**src/rtl/receiver_axis_pkg.sv**
```systemverilog
// Shared types and constants for the AXI4-Stream UART receiver.
// Holds the receiver state encoding, parity modes and tuser bit positions.
package receiver_axis_pkg;

  typedef enum logic [2:0] {
    ST_IDLE,
    ST_START,
    ST_DATA,
    ST_PARITY,
    ST_STOP,
    ST_PUSH
  } state_e;

  localparam int PARITY_NONE = 0;
  localparam int PARITY_ODD  = 1;
  localparam int PARITY_EVEN = 2;

  localparam int TUSER_FRAME_ERR  = 0;
  localparam int TUSER_PARITY_ERR = 1;

  function automatic int bit_cycles(input longint freq, input longint baud);
    return int'(freq / baud);
  endfunction

endpackage

```
**src/rtl/axis_sync_fifo.sv**
```systemverilog
// Single-clock first-word-fall-through FIFO with occupancy reporting.
// Push while full without a simultaneous pop is ignored; the caller reports the drop.
module axis_sync_fifo #(
  parameter int WIDTH = 10,
  parameter int DEPTH = 16
) (
  input  logic                     clk,
  input  logic                     rst_n,
  input  logic                     wr_valid,
  input  logic [WIDTH-1:0]         wr_data,
  input  logic                     rd_ready,
  output logic [WIDTH-1:0]         rd_data,
  output logic                     full,
  output logic                     empty,
  output logic [$clog2(DEPTH):0]   level
);

  localparam int AW = $clog2(DEPTH);
  localparam int LW = AW + 1;

  logic [AW-1:0]    wr_ptr_q, wr_ptr_d;
  logic [AW-1:0]    rd_ptr_q, rd_ptr_d;
  logic [LW-1:0]    count_q, count_d;
  logic             do_push, do_pop;
  logic [WIDTH-1:0] mem_q [DEPTH];

  always_comb begin
    empty    = (count_q == '0);
    full     = (count_q == LW'(DEPTH));
    do_pop   = rd_ready && !empty;
    do_push  = wr_valid && (!full || do_pop);
    wr_ptr_d = do_push ? wr_ptr_q + 1'b1 : wr_ptr_q;
    rd_ptr_d = do_pop  ? rd_ptr_q + 1'b1 : rd_ptr_q;
    case ({do_push, do_pop})
      2'b10:   count_d = count_q + 1'b1;
      2'b01:   count_d = count_q - 1'b1;
      default: count_d = count_q;
    endcase
    // Empty FIFO presents zeros rather than stale storage.
    rd_data = empty ? '0 : mem_q[rd_ptr_q];
    level   = count_q;
  end

  always_ff @(posedge clk or negedge rst_n) begin
    if (!rst_n) begin
      wr_ptr_q <= '0;
      rd_ptr_q <= '0;
      count_q  <= '0;
    end else begin
      wr_ptr_q <= wr_ptr_d;
      rd_ptr_q <= rd_ptr_d;
      count_q  <= count_d;
    end
  end

  // NOTE: storage has no reset; validity is tracked by the pointers and count alone.
  always_ff @(posedge clk) begin
    if (do_push) mem_q[wr_ptr_q] <= wr_data;
  end

endmodule

```
**src/rtl/receiver_axis_fifo.sv**
```systemverilog
// UART receiver with mid-bit sampling, parity/stop checking and a FWFT
// AXI4-Stream output FIFO carrying per-word error flags in tuser.
module receiver_axis_fifo
  import receiver_axis_pkg::*;
#(
  parameter int CLOCK_FREQUENCY = 100_000_000,
  parameter int BAUD_RATE       = 115200,
  parameter int WORD_WIDTH      = 8,
  parameter int PARITY          = 0,
  parameter int STOP_BITS       = 1,
  parameter int FIFO_DEPTH      = 16
) (
  input  logic                          clk,
  input  logic                          rst_n,
  input  logic                          din,
  output logic [WORD_WIDTH-1:0]         dout_axis_tdata,
  output logic [1:0]                    dout_axis_tuser,
  output logic                          dout_axis_tvalid,
  input  logic                          dout_axis_tready,
  output logic                          overflow,
  output logic [$clog2(FIFO_DEPTH):0]   fill_level
);

  localparam int BIT_CYCLES = bit_cycles(CLOCK_FREQUENCY, BAUD_RATE);
  localparam int HALF       = BIT_CYCLES / 2;
  localparam int CNT_W      = $clog2(BIT_CYCLES);
  localparam int IDX_W      = $clog2(WORD_WIDTH);
  localparam int FW         = WORD_WIDTH + 2;

  localparam logic [CNT_W-1:0] CNT_BIT_LAST  = CNT_W'(BIT_CYCLES - 1);
  localparam logic [CNT_W-1:0] CNT_HALF_LAST = CNT_W'(HALF - 1);
  localparam logic [IDX_W-1:0] IDX_WORD_LAST = IDX_W'(WORD_WIDTH - 1);
  localparam logic [IDX_W-1:0] IDX_STOP_LAST = IDX_W'(STOP_BITS - 1);
  localparam logic             PARITY_TARGET = (PARITY == PARITY_ODD);

  if (BIT_CYCLES < 4) begin : g_bad_baud
    $error("receiver_axis_fifo: CLOCK_FREQUENCY/BAUD_RATE must be at least 4");
  end
  if (WORD_WIDTH < 5 || WORD_WIDTH > 9) begin : g_bad_width
    $error("receiver_axis_fifo: WORD_WIDTH must be 5..9");
  end
  if (STOP_BITS < 1 || STOP_BITS > 2) begin : g_bad_stop
    $error("receiver_axis_fifo: STOP_BITS must be 1 or 2");
  end
  if (PARITY < 0 || PARITY > 2) begin : g_bad_parity
    $error("receiver_axis_fifo: PARITY must be 0, 1 or 2");
  end
  if (FIFO_DEPTH < 2 || (FIFO_DEPTH & (FIFO_DEPTH - 1)) != 0) begin : g_bad_depth
    $error("receiver_axis_fifo: FIFO_DEPTH must be a power of 2 and >= 2");
  end

  logic                  sync1_q, sync2_q, rxs;
  state_e                state_q, state_d;
  logic [CNT_W-1:0]      cnt_q, cnt_d;
  logic [IDX_W-1:0]      idx_q, idx_d;
  logic [WORD_WIDTH-1:0] shift_q, shift_d;
  logic                  perr_q, perr_d;
  logic                  ferr_q, ferr_d;
  logic                  armed_q, armed_d;
  logic                  push, bit_done;
  logic [1:0]            tuser_w;
  logic [FW-1:0]         fifo_rdata;
  logic                  fifo_full, fifo_empty;

  // Synchronizer resets to idle-high so release of reset is never seen as a start edge.
  always_ff @(posedge clk or negedge rst_n) begin
    if (!rst_n) begin
      sync1_q <= 1'b1;
      sync2_q <= 1'b1;
    end else begin
      // NOTE: non-blocking assignments make each flop sample the pre-edge value of the one before it.
      sync1_q <= din;
      sync2_q <= sync1_q;
    end
  end
  assign rxs = sync2_q;

  always_ff @(posedge clk or negedge rst_n) begin
    if (!rst_n) begin
      state_q <= ST_IDLE;
      cnt_q   <= '0;
      idx_q   <= '0;
      shift_q <= '0;
      perr_q  <= 1'b0;
      ferr_q  <= 1'b0;
      armed_q <= 1'b0;
    end else begin
      state_q <= state_d;
      cnt_q   <= cnt_d;
      idx_q   <= idx_d;
      shift_q <= shift_d;
      perr_q  <= perr_d;
      ferr_q  <= ferr_d;
      armed_q <= armed_d;
    end
  end

  always_comb begin
    // NOTE: every output gets a default first so no path through the case infers a latch.
    state_d  = state_q;
    cnt_d    = cnt_q;
    idx_d    = idx_q;
    shift_d  = shift_q;
    perr_d   = perr_q;
    ferr_d   = ferr_q;
    armed_d  = rxs;
    push     = 1'b0;
    bit_done = (cnt_q == CNT_BIT_LAST);

    case (state_q)
      ST_IDLE: begin
        cnt_d = '0;
        // armed_q is last cycle's rxs, so a held-low line never re-triggers.
        if (armed_q && !rxs) begin
          state_d = ST_START;
          perr_d  = 1'b0;
          ferr_d  = 1'b0;
        end
      end
      ST_START: begin
        if (cnt_q == CNT_HALF_LAST) begin
          cnt_d   = '0;
          idx_d   = '0;
          state_d = rxs ? ST_IDLE : ST_DATA;
        end else begin
          cnt_d = cnt_q + 1'b1;
        end
      end
      ST_DATA: begin
        if (bit_done) begin
          cnt_d   = '0;
          shift_d = {rxs, shift_q[WORD_WIDTH-1:1]};
          idx_d   = idx_q + 1'b1;
          if (idx_q == IDX_WORD_LAST) begin
            idx_d   = '0;
            state_d = (PARITY != PARITY_NONE) ? ST_PARITY : ST_STOP;
          end
        end else begin
          cnt_d = cnt_q + 1'b1;
        end
      end
      ST_PARITY: begin
        if (bit_done) begin
          cnt_d   = '0;
          perr_d  = ((^shift_q) ^ rxs) != PARITY_TARGET;
          state_d = ST_STOP;
        end else begin
          cnt_d = cnt_q + 1'b1;
        end
      end
      ST_STOP: begin
        if (bit_done) begin
          cnt_d = '0;
          idx_d = idx_q + 1'b1;
          if (!rxs) ferr_d = 1'b1;
          if (idx_q == IDX_STOP_LAST) state_d = ST_PUSH;
        end else begin
          cnt_d = cnt_q + 1'b1;
        end
      end
      ST_PUSH: begin
        push    = 1'b1;
        state_d = ST_IDLE;
      end
      default: state_d = ST_IDLE;
    endcase
  end

  always_comb begin
    tuser_w                   = '0;
    tuser_w[TUSER_PARITY_ERR] = perr_q;
    tuser_w[TUSER_FRAME_ERR]  = ferr_q;
  end

  axis_sync_fifo #(
    .WIDTH (FW),
    .DEPTH (FIFO_DEPTH)
  ) u_fifo (
    .clk      (clk),
    .rst_n    (rst_n),
    .wr_valid (push),
    .wr_data  ({tuser_w, shift_q}),
    .rd_ready (dout_axis_tready),
    .rd_data  (fifo_rdata),
    .full     (fifo_full),
    .empty    (fifo_empty),
    .level    (fill_level)
  );

  assign dout_axis_tvalid = !fifo_empty;
  assign dout_axis_tdata  = fifo_rdata[WORD_WIDTH-1:0];
  assign dout_axis_tuser  = fifo_rdata[FW-1:WORD_WIDTH];
  assign overflow         = push && fifo_full && !(dout_axis_tvalid && dout_axis_tready);

endmodule

```
**config.mk**
```make
export PLATFORM = sky130hd
export DESIGN_NAME = receiver_axis_fifo
export DESIGN_NICKNAME = d
export VERILOG_FILES = /design/src/rtl/receiver_axis_pkg.sv /design/src/rtl/axis_sync_fifo.sv /design/src/rtl/receiver_axis_fifo.sv
export SDC_FILE = /design/constraint.sdc
export NUM_CORES = 1
export LEC_CHECK = 0
export ABC_AREA = 1
export CORE_AREA = 3 3 129 131
export DETAILED_ROUTE_END_ITERATION = 7
export DIE_AREA = 0 0 132 134
export PLACE_DENSITY = 0.79
export SLEW_MARGIN = 30
export SYNTH_ARGS = -nofsm -noshare
export SYNTH_HDL_FRONTEND = slang
export SYNTH_SLANG_ARGS = --single-unit
```
**constraint.sdc**
```tcl
create_clock -name clk -period 2.2 [get_ports clk]
set_clock_uncertainty 0.15 [all_clocks]
set_input_delay 0.22 -clock clk [delete_from_list [all_inputs] [get_ports clk]]
set_output_delay 0.22 -clock clk [all_outputs]
set_load 0.02 [all_outputs]
```
# Yosys cells after proc, flatten, opt, wreduce, memory -nomap -nowiden
# Memories as Yosys holds them, arrays and structs flattened.
# Cells that the tools add are included.
[classes]
add_sub_neg = 6
n_eq_ne = 19
n_mux = 28
bitwise = 1
reduce_logical = 25
[ops]
columns = ["operator", "n"]
rows = [
  ["$mux 3", 11],
  ["$mux 10", 3],
  ["$pmux 10 s3", 1],
  ["$ne 2x2->1 const B", 8],
  ["$pmux 3 s5", 1],
  ["$add 10x1->10 const B", 1],
  ["$eq 10x10->1 const B", 1],
  ["$eq 10x9->1 const B", 1],
  ["$pmux 5 s2", 1],
  ["$eq 3x3->1 const B", 3],
  ["$pmux 3 s3", 1],
  ["$add 4x1->4 const B", 2],
  ["$reduce_and 4->1", 2],
  ["$reduce_xor 8->1", 1],
  ["$mux 1", 7],
  ["$reduce_and 7->1", 1],
  ["$eq 3x2->1 const B", 2],
  ["$logic_not 3->1", 2],
  ["$reduce_bool 2->1", 3],
  ["$reduce_bool 3->1", 2],
  ["$add 5x1->5 const B", 1],
  ["$eq 5x5->1 const B", 1],
  ["$logic_and 1x1->1", 5],
  ["$logic_not 5->1", 1],
  ["13 further kinds", 17],
]
[word_totals]
regBits = 42
ramBits = 160
output_inout_bits = 17
memories = 1
[mem_list]
columns = ["name", "words", "word_bits", "rd", "rd_ports_with_merged_regs", "write_ports", "line", "rtl"]
rows = [
  ["u_fifo.mem_q", 16, 10, 1, 0, 1, "axis_sync_fifo.sv:25", "logic [WIDTH-1:0] mem_q [DEPTH];"],
]

# Depth between registers and ports, before layout
# Gate-level depths: netlist (run 1).
[logic_depth]
depth_word = 7
ltp_mapped = 15

# By module
# A second synthesis (run 1) with hierarchy kept.
[unflattened]
cells_unflattened = 887
area_unflattened_um2 = 9142.5
[modules_own_cells]
columns = ["mod", "n_inst", "cells_per_inst", "area_per_inst_um2", "seq_area_each_um2"]
rows = [
  ["axis_sync_fifo", 1, 647, 7398.3, 5129.9],
  ["receiver_axis_fifo", 1, 240, 1744.2, 728.2],
]

# Least setup slack after synthesis (run 1)
# Ideal clock, no wire load.
[synth_timing]
path_type = "register to register"
startpoint = "register u_fifo.count_q[0], in the netlist u_fifo.level[0]"
endpoint = "register u_fifo.count_q[4], in the netlist u_fifo.level[4]"
setup_time_ps = 117
arrival_ps = 1912
t_required_ps = 1933
path_slack_ps = 21
path_stages_with_launch = 16
n_path_buf = 0
period_less_slack_ps = 2179
cell_sequence = "dfrtp_1 > nor2_1 > nand3_1 > nand3_2 > nand2_1 > nand2_1 > inv_1 > ha_1 > inv_1 > nand2_1 > nand3_1 > nand2_1 > nand3_1 > nand2_1 > nand2_1 > nand2_1"
[synth_between]
elab_chain_cells = 7
elab_cells_between_ends = 13
classes_between = "add/sub: 2; eq/ne: 3; mux: 1; reduce/logical: 7"
[synth_lines]
columns = ["element", "line", "rtl"]
rows = [
  ["from (decl)", "axis_sync_fifo.sv:23", "logic [LW-1:0] count_q, count_d;"],
  ["from (signal assigned)", "axis_sync_fifo.sv:52", "count_q <= count_d;"],
  ["$logic_not 5->1 (*)", "axis_sync_fifo.sv:28", "empty = (count_q == '0);"],
  ["$logic_not 1->1 (*)", "--", ""],
  ["net dout_axis_tvalid", "receiver_axis_fifo.sv:18", "output logic dout_axis_tvalid,"],
  ["$logic_and 1x1->1 (*)", "axis_sync_fifo.sv:30", "do_pop = rd_ready && !empty;"],
  ["$logic_or 1x1->1", "axis_sync_fifo.sv:31", "do_push = wr_valid && (!full || do_pop);"],
  ["$logic_and 1x1->1", "axis_sync_fifo.sv:31", ""],
  ["$eq 2x1->1 / $eq 2x2->1 (equally long branches)", "axis_sync_fifo.sv:34", "case ({do_push, do_pop})"],
  ["$pmux 5 s2 / $reduce_bool 2->1 (equally long branches)", "--", ""],
]
# The timed path passes the listed nets; every way through them passes the cells marked *.
# A chain may end at the register's enable or synchronous reset.

# Worst setup path after layout (run 1)
[layout_timing]
startpoint = "register u_fifo.rd_ptr_q[0]"
endpoint = "output dout_axis_tdata[4]"
[layout_between]
elab_chain_cells = 2
[layout_lines]
columns = ["element", "line", "rtl"]
rows = [
  ["from (decl)", "axis_sync_fifo.sv:22", "logic [AW-1:0] rd_ptr_q, rd_ptr_d;"],
  ["from (signal assigned)", "axis_sync_fifo.sv:51", "rd_ptr_q <= rd_ptr_d;"],
  ["$mem_v2 16x10", "--", ""],
  ["$mux 10", "axis_sync_fifo.sv:40", "rd_data = empty ? '0 : mem_q[rd_ptr_q];"],
  ["to (decl)", "receiver_axis_fifo.sv:16", "output logic [WORD_WIDTH-1:0] dout_axis_tdata,"],
]
# Every way passes these cells.

==> flow_summary_export.csv, run 1 <==
group,metric,value,unit
logic_synthesis,synth_nets,764,
floorplan,coreArea,15710,um2
worst_setup_path,cp-end-kind,"output port",
worst_setup_path,cp_top_family,"buffers and inverters",
cts,path_clk_slew,0.06,ns
cts,numCtsBuffers,21,
logic_synthesis,synth-main-ff-cell,"edfxtp_1",
placement,port_buffers,20,
floorplan,rows,46,
power_and_ir_drop,pwr_density_cell,1359,nW/um2
logic_synthesis,synthMuxAreaShare,0.001737,
sta,slew_headroom,0.4630,
logic_synthesis,syn-mean-instance-area,11.56,um2
worst_setup_path,startpoint_type,"register",
sta,finalSetupTns,-4.007,ns
logic_synthesis,ys_seq_elements,202,
worst_setup_path,crit_path_cell_trace,"buf_12, clkinv_16, buf_12, buf_6, nor2_2, o22ai_2, nor2_1, nor2_1, o21ai_2, a21oi_2, buf_6",
logic_synthesis,postSynthCellCount,748,
sta,drv_slew,0,
placement,hpwl,13090,um
worst_setup_path,slowest_stage,"dfrtp_2",
finish,layout_common_cells,"160 x edfxtp_1, 116 x nor2_1, 68 x nand2_1",
logic_synthesis,ys_seq_area_frac,0.6776,
placement,gp_congestion,0.9389,
sta,period_needed,2.677,ns
worst_setup_path,worstPathMaxFanout,8,
routing,drc,0,
power_and_ir_drop,p_leak,3.901,nW
outcome,run_status,"finished, violations left",
global_routing,overflow,0,
floorplan,chipHeight,134,um
global_routing,grt_max_degree,37,
routing,num_vias,6638,
routing,detail_route.iter0.violations,704,
routing,wl_per_cell,22.04,um
cts,clockBufferDepth,3,
logic_synthesis,syn-cell-area,8646,um2
routing,drt_pass1_iterations,5,
finish,final_common_cell,"edfxtp_1",
sta,worstMarginPinSlew,0.8055,ns
finish,layout-drive-gt1-share,0.2566,
sta,finalSetupViolations,10,
logic_synthesis,synth_adder_area_share,0.01737,
sta,fin_hold_ws,0.2107,ns
global_routing,grt_usage,0.2547,
logic_synthesis,yosys_warnings,0,
sta,fmax,373.6,MHz
routing,viasPerCell,6.141,
logic_synthesis,synth.distinct_cells,40,
logic_synthesis,synthSimpleGateAreaFrac,0.1314,
job,drv_cap,0,
finish,fill_cells,1016,
finish,seq_area,5861,um2
cts,cts_root_buf,"clkbuf_16",
logic_synthesis,synthXorXnorAreaFrac,0.01621,
worst_setup_path,critPathRequiredTime,1.83,ns
cts,cts_tree,"done",
finish,multiInputGateArea,2776,um2
global_routing,grt_pass1_wl,35270,um
worst_setup_path,worstSetupPathType,"reg2out",
sta,setup_ws,-0.4769,ns
outcome,violations,"setup timing",
cts,htreeDepth,1,
worst_setup_path,path_buf_inv,5,
floorplan,ios,21,
worst_setup_path,worstPathArrival,2.31,ns
worst_setup_path,max_stage_delay,0.43,ns
power_and_ir_drop,ir_drop,0.8795,mV
floorplan,die_area,17690,um2
routing,drtAntennaViolNets,0,
global_routing,antenna_found_initial,0,
floorplan,start_util,0.5502,
finish,syn_to_final_growth,26.98,%
global_routing,grt_pass1_vias,6755,
routing,routed_wl,23820,um
finish,n_antenna_cell,0,
hold_path,hp-class,"reg2reg",
sta,min_period_over_period,1.217,
logic_synthesis,synth_top_family_by_area,"simple AND/OR/NAND/NOR gates",
sta,hold_viol_final,0,
floorplan,chipWidth,132,um
logic_synthesis,synth-compound-area-share,0.1188,
cts,clk_latency,0.48,ns
logic_synthesis,synth-edff-count,160,
finish,final_cells,1081,
finish,finalNetCount,867,
sta,rsz0062_at_grt,"true",
placement,dp.cells,1016,
logic_synthesis,ys_async_sr_fraction,0.2079,
cts,cts_sinks,202,
==> registers in the layout (all words and copies together) (netlist names) <==
name	flops
state_q	3
ferr_q	1
shift_q	8
u_fifo.level	5
idx_q	3
cnt_q	10
sync1_q	1
u_fifo.rd_ptr_q	4
armed_d	1
armed_q	1
u_fifo.wr_ptr_q	4
perr_q	1
u_fifo.mem_q	160
==> per-stage QoR <==
| stage | instance area [um2] | power [mW] | setup WS [ns] | util |
|---|---|---|---|---|
| after floorplan | 8646 | 7.522 | 0.02087 | - |
| after global placement | 9509 | 9.269 | -0.2850 | 0.6052 |
| after detailed placement | 9509 | 9.502 | -0.3854 | 0.6052 |
| after CTS | 10730 | 14.10 | -0.3097 | 0.6826 |
| after global routing | 10980 | 15.54 | -0.5347 | 0.6987 |
| final | 10980 | 14.92 | -0.4769 | 0.6987 |
==> cell usage after synthesis (3+ instances only) <==
master,number,area share
ha_1,12,0.017
edfxtp_1,160,0.56
nor2_1,130,0.056
inv_1,42,0.018
xnor2_1,6,0.0061
o221ai_1,26,0.026
nand4_1,5,0.0036
clkbuf_1,26,0.011
o22ai_1,15,0.011
nor4_1,5,0.0036
a21oi_1,22,0.013
o21ai_2,3,0.0030
nand2_2,3,0.0022
nor3_1,11,0.0064
o21ai_0,99,0.057
xor2_1,10,0.010
o21ai_1,7,0.0041
nand3_1,26,0.015
nand2_1,69,0.030
dfrtp_1,40,0.12
inv_2,4,0.0017
==> area by class of cell <==
cell class / instances / share of cell area
Sequential cell: 202 / 0.5339
Tap cell: 216 / 0.02462
Timing Repair Buffer: 112 / 0.1074
Multi-Input combinational cell: 465 / 0.2529
Clock inverter: 15 / 0.01379
Clock buffer: 22 / 0.04821
Inverter: 49 / 0.01926
==> metal layers <==
metal  part of all wire  GRT usage  vias to the layer above
li1                   -          -                     2887
met1               0.34     0.2963                     3195
met2               0.51     0.4515                      455
met3               0.10    0.05026                      101
met4              0.043     0.1289                        0
met5                  0          0                        -
==> kinds of logic (layout without fill, tap and decap cells) <==
kind of cell / Yosys count / in the layout
multiplexers: 1 / 1
AND/OR/NAND/NOR: 260 / 260
flip-flops: 202 / 202
XOR/XNOR: 16 / 16
adder cells (fa/ha/maj): 12 / 12
buffers and inverters: 81 / 198
AO/OA/AOI/OAI: 176 / 176
==> repair_timing <==
action                                  in CTS  in global routing
hold endpoints to repair                    30                  0
hold buffers                                 2                  0
endpoints found under the setup margin      12                 13
resized for setup                          145                 56
gates cloned                                 5                  2
pin swaps                                   47                 31
buffers inserted                            17                  3
==> final timing paths <==
path	startpoint	end	slack (ns)	cells past startpoint
worst min register to register	sync1_q	armed_d	0.21	0
worst max register to register	u_fifo.level[1]	u_fifo.level[4]	0.12	13
min in group asynchronous	rst_n	cnt_q[6]	0.22	2
max in group asynchronous	rst_n	cnt_q[1]	1.09	3
worst min-delay path	sync1_q	armed_d	0.21	0
worst max-delay path	u_fifo.rd_ptr_q[0]	dout_axis_tdata[4]	-0.48	11
==> power by group <==
part,leakage (nW),switching (mW),internal [mW],total (mW)
registers,1.77,0.202,4.38,4.58
logic,1.80,3.98,2.83,6.81
clock network,0.328,1.43,2.10,3.53
total,3.90,5.61,9.30,14.9
(Power assumes the default switching activity.)
==> run 2, diff against run 1 <==
--- a/config.mk
+++ b/config.mk
@@ -6,10 +6,10 @@
 export NUM_CORES = 1
 export LEC_CHECK = 0
 export ABC_AREA = 1
-export CORE_AREA = 3 3 129 131
+export CORE_AREA = 3 3 120 122
 export DETAILED_ROUTE_END_ITERATION = 7
-export DIE_AREA = 0 0 132 134
-export PLACE_DENSITY = 0.79
+export DIE_AREA = 0 0 123 125
+export PLACE_DENSITY = 0.86
 export SLEW_MARGIN = 30
 export SYNTH_ARGS = -nofsm -noshare
 export SYNTH_HDL_FRONTEND = slang
==> constraint.sdc (replaced) <==
create_clock -name clk -period 3.2 [get_ports clk]
set_clock_uncertainty 0.15 [all_clocks]
set_input_delay 0.32 -clock clk [delete_from_list [all_inputs] [get_ports clk]]
set_output_delay 0.32 -clock clk [all_outputs]
set_load 0.02 [all_outputs]
==> run 2 against run 1 <==
Against the previous run: core utilization is 3.9 points higher; via count decreased by 7.5%; critical path depth shrank 6; clock power shrank 37%; sequential cell count did not move; largest cell class unchanged; sequential power is 31% lower; combinational power shrank 55%; die area decreased by 13%; register-to-register slack better by 0.87 ns; first-iteration DRC count rose by 15%; highest routed layer unchanged; hold slack got worse by 0.11 ns; the run now ends clean.
==> flow_summary_export.csv, run 2 (synthesis results as in run 1) <==
group,metric,value,unit
finish,final_area,9813,um2
routing,drtAntennaViolNets,0,
global_routing,grt_pass1_wl,30880,um
worst_setup_path,worstPathMaxFanout,10,
routing,drc,0,
finish,layout-drive-gt1-share,0.1013,
power_and_ir_drop,p_leak,3.402,nW
finish,finalNetCount,802,
routing,routed_wl,19630,um
sta,period_needed,3.047,ns
worst_setup_path,critPathLaunch,"u_fifo.level[0]",
floorplan,ios,21,
cts,path_clk_slew,0.06,ns
global_routing,grt_max_degree,83,
sta,hold_viol_final,0,
worst_setup_path,worstSetupPathType,"reg2out",
worst_setup_path,regToRegStartpoint,"state_q[0]",
placement,port_buffers,20,
cts,cts_root_buf,"clkbuf_16",
finish,final_common_cell,"edfxtp_1",
sta,rsz0062_at_grt,"false",
hold_path,min_path_cells,1,
cts,clk_latency,0.49,ns
routing,wl_per_cell,20.11,um
routing,num_vias,6140,
worst_setup_path,ff2ff_setup_slack,0.99,ns
global_routing,grt_pass1_vias,6094,
finish,final_cells,976,
placement,dp.cells,939,
placement,gp_congestion,0.8614,
worst_setup_path,cp-end-kind,"output port",
hold_path,hold_end,"sync1_q",
worst_setup_path,reg2reg_depth,14,
cts,clockBufferDepth,3,
worst_setup_path,crit_path_cell_trace,"nor2_1, nand3_1, clkinv_1, a21oi_1, clkdlybuf4s50_1",
routing,dr_wl_met2,10000,um
sta,min_period_over_period,0.9523,
routing,wl_met1,7366,um
sta,finalSetupViolations,0,
routing,drt_pass1_iterations,5,
sta,drv_slew,0,
cts,cts_sinks,202,
worst_setup_path,max_stage_delay,0.64,ns
finish,fill_cells,778,
floorplan,rows,42,
routing,wl_met3,1739,um
finish,layout_common_cells,"160 x edfxtp_1, 130 x nor2_1, 99 x o21ai_0",
finish,reg_top3,"u_fifo.mem_q: 160 flops, cnt_q: 10 flops, shift_q: 8 flops",
finish,n_antenna_cell,0,
floorplan,coreArea,13300,um2
global_routing,antenna_found_initial,0,
routing,viasPerCell,6.291,
placement,pre_cts_ws,0.5212,ns
worst_setup_path,critPathRequiredTime,2.73,ns
routing,detail_route.iter0.violations,813,
floorplan,chipWidth,123,um
sta,setup_ws,0.1528,ns
finish,syn_to_final_growth,13.50,%
finish,regMostFlops,"u_fifo.mem_q",
routing,top_layer,"met4",
worst_setup_path,slowest_stage,"clkdlybuf4s50_1",
global_routing,grt_usage,0.2569,
floorplan,start_util,0.6503,
sta,finalSetupTns,0,ns
cts,numCtsBuffers,20,
finish,fin_util,0.7381,
global_routing,overflow,0,
worst_setup_path,r2r-end,"u_fifo.level[4]",
power_and_ir_drop,ir_drop,0.4876,mV
floorplan,chipHeight,125,um
placement,postPlaceCellArea,9156,um2
worst_setup_path,startpoint_type,"register",
hold_path,hp-class,"in2reg",
sta,slew_headroom,0.5350,
job,drv_cap,0,
hold_path,hold_start,"din",
sta,worstMarginPinSlew,0.6975,ns
floorplan,die_area,15380,um2
sta,fmax,328.2,MHz
cts,htreeDepth,1,
placement,hpwl,11960,um
power_and_ir_drop,pwr_density_cell,862.3,nW/um2
outcome,run_status,"finished, final reports clean",
finish,largest_register_ffs,160,
worst_setup_path,worstPathArrival,2.58,ns
cts,cts_tree,"done",
-- run 2: cell types whose count changed in the layout (fill, tap and decap cells not counted), moves of 14 or more --
cell / previous run / this run
o21ai_0: 64 / 99
buf_4: 67 / 24
o21ai_1: 25 / 7
buf_6: 15 / 1
nor2_1: 116 / 130
o21ai_2: 20 / 3
-- run 2: how the worst max path moves through the flow --
stage	to	slack (ns)
finish	dout_axis_tdata[0]	0.15
global route	dout_axis_tuser[1]	0.009
CTS	dout_axis_tdata[2]	0.002
detailed placement	dout_axis_tdata[7]	0.52
global placement	dout_axis_tdata[7]	0.57
floorplan	u_fifo.level[4]	1.02
-- run 2: layout make-up --
cell class                      count  area, um2  share of cell area
Inverter                           49      186.4             0.01900
Clock inverter                     11      90.09            0.009180
Clock buffer                       25      539.3             0.05495
Timing Repair Buffer               48      449.2             0.04577
Tap cell                          176      220.2             0.02244
Multi-Input combinational cell    465       2469              0.2516
Sequential cell                   202       5859              0.5971
-- run 2: critical path, delay by kind of cell (launching register included) --
family,cells,cell delay (ns)
DFF,1,0.44
buffers and inverters,2,1.08
and+or+nand+nor,2,0.30
AOI/OAI and AO/OA,1,0.26
-- run 2: report_power, final --
| group | internal (mW) | total (mW) | switching, mW |
|---|---|---|---|
| clock network | 1.28 | 2.22 | 0.941 |
| logic | 1.02 | 3.06 | 2.03 |
| registers | 3.01 | 3.18 | 0.174 |
-- run 2: per-layer routing --
layer,up-vias,track usage
li1,2751,-
met1,2932,0.3481
met2,401,0.4320
met3,56,0.03252
met4,0,0.08925
met5,-,0
-- run 2: per-stage QoR --
step / hold slack (ns) / power, mW
4_1_cts: 0.08757 / 8.437
3_3_place_gp: 0.1956 / 6.064
5_1_grt: 0.09036 / 8.869
6_report: 0.09580 / 8.461
3_5_place_dp: 0.2013 / 6.210
2_1_floorplan: -0.1256 / 5.172
-- run 2: repair_timing --
action / CTS / global route
setup endpoints to repair: 5 / 6
hold endpoints to repair: 40 / 0
pin swaps: 0 / 0
resized for setup: 5 / 6
hold buffers: 1 / 0
buffers inserted: 0 / 0
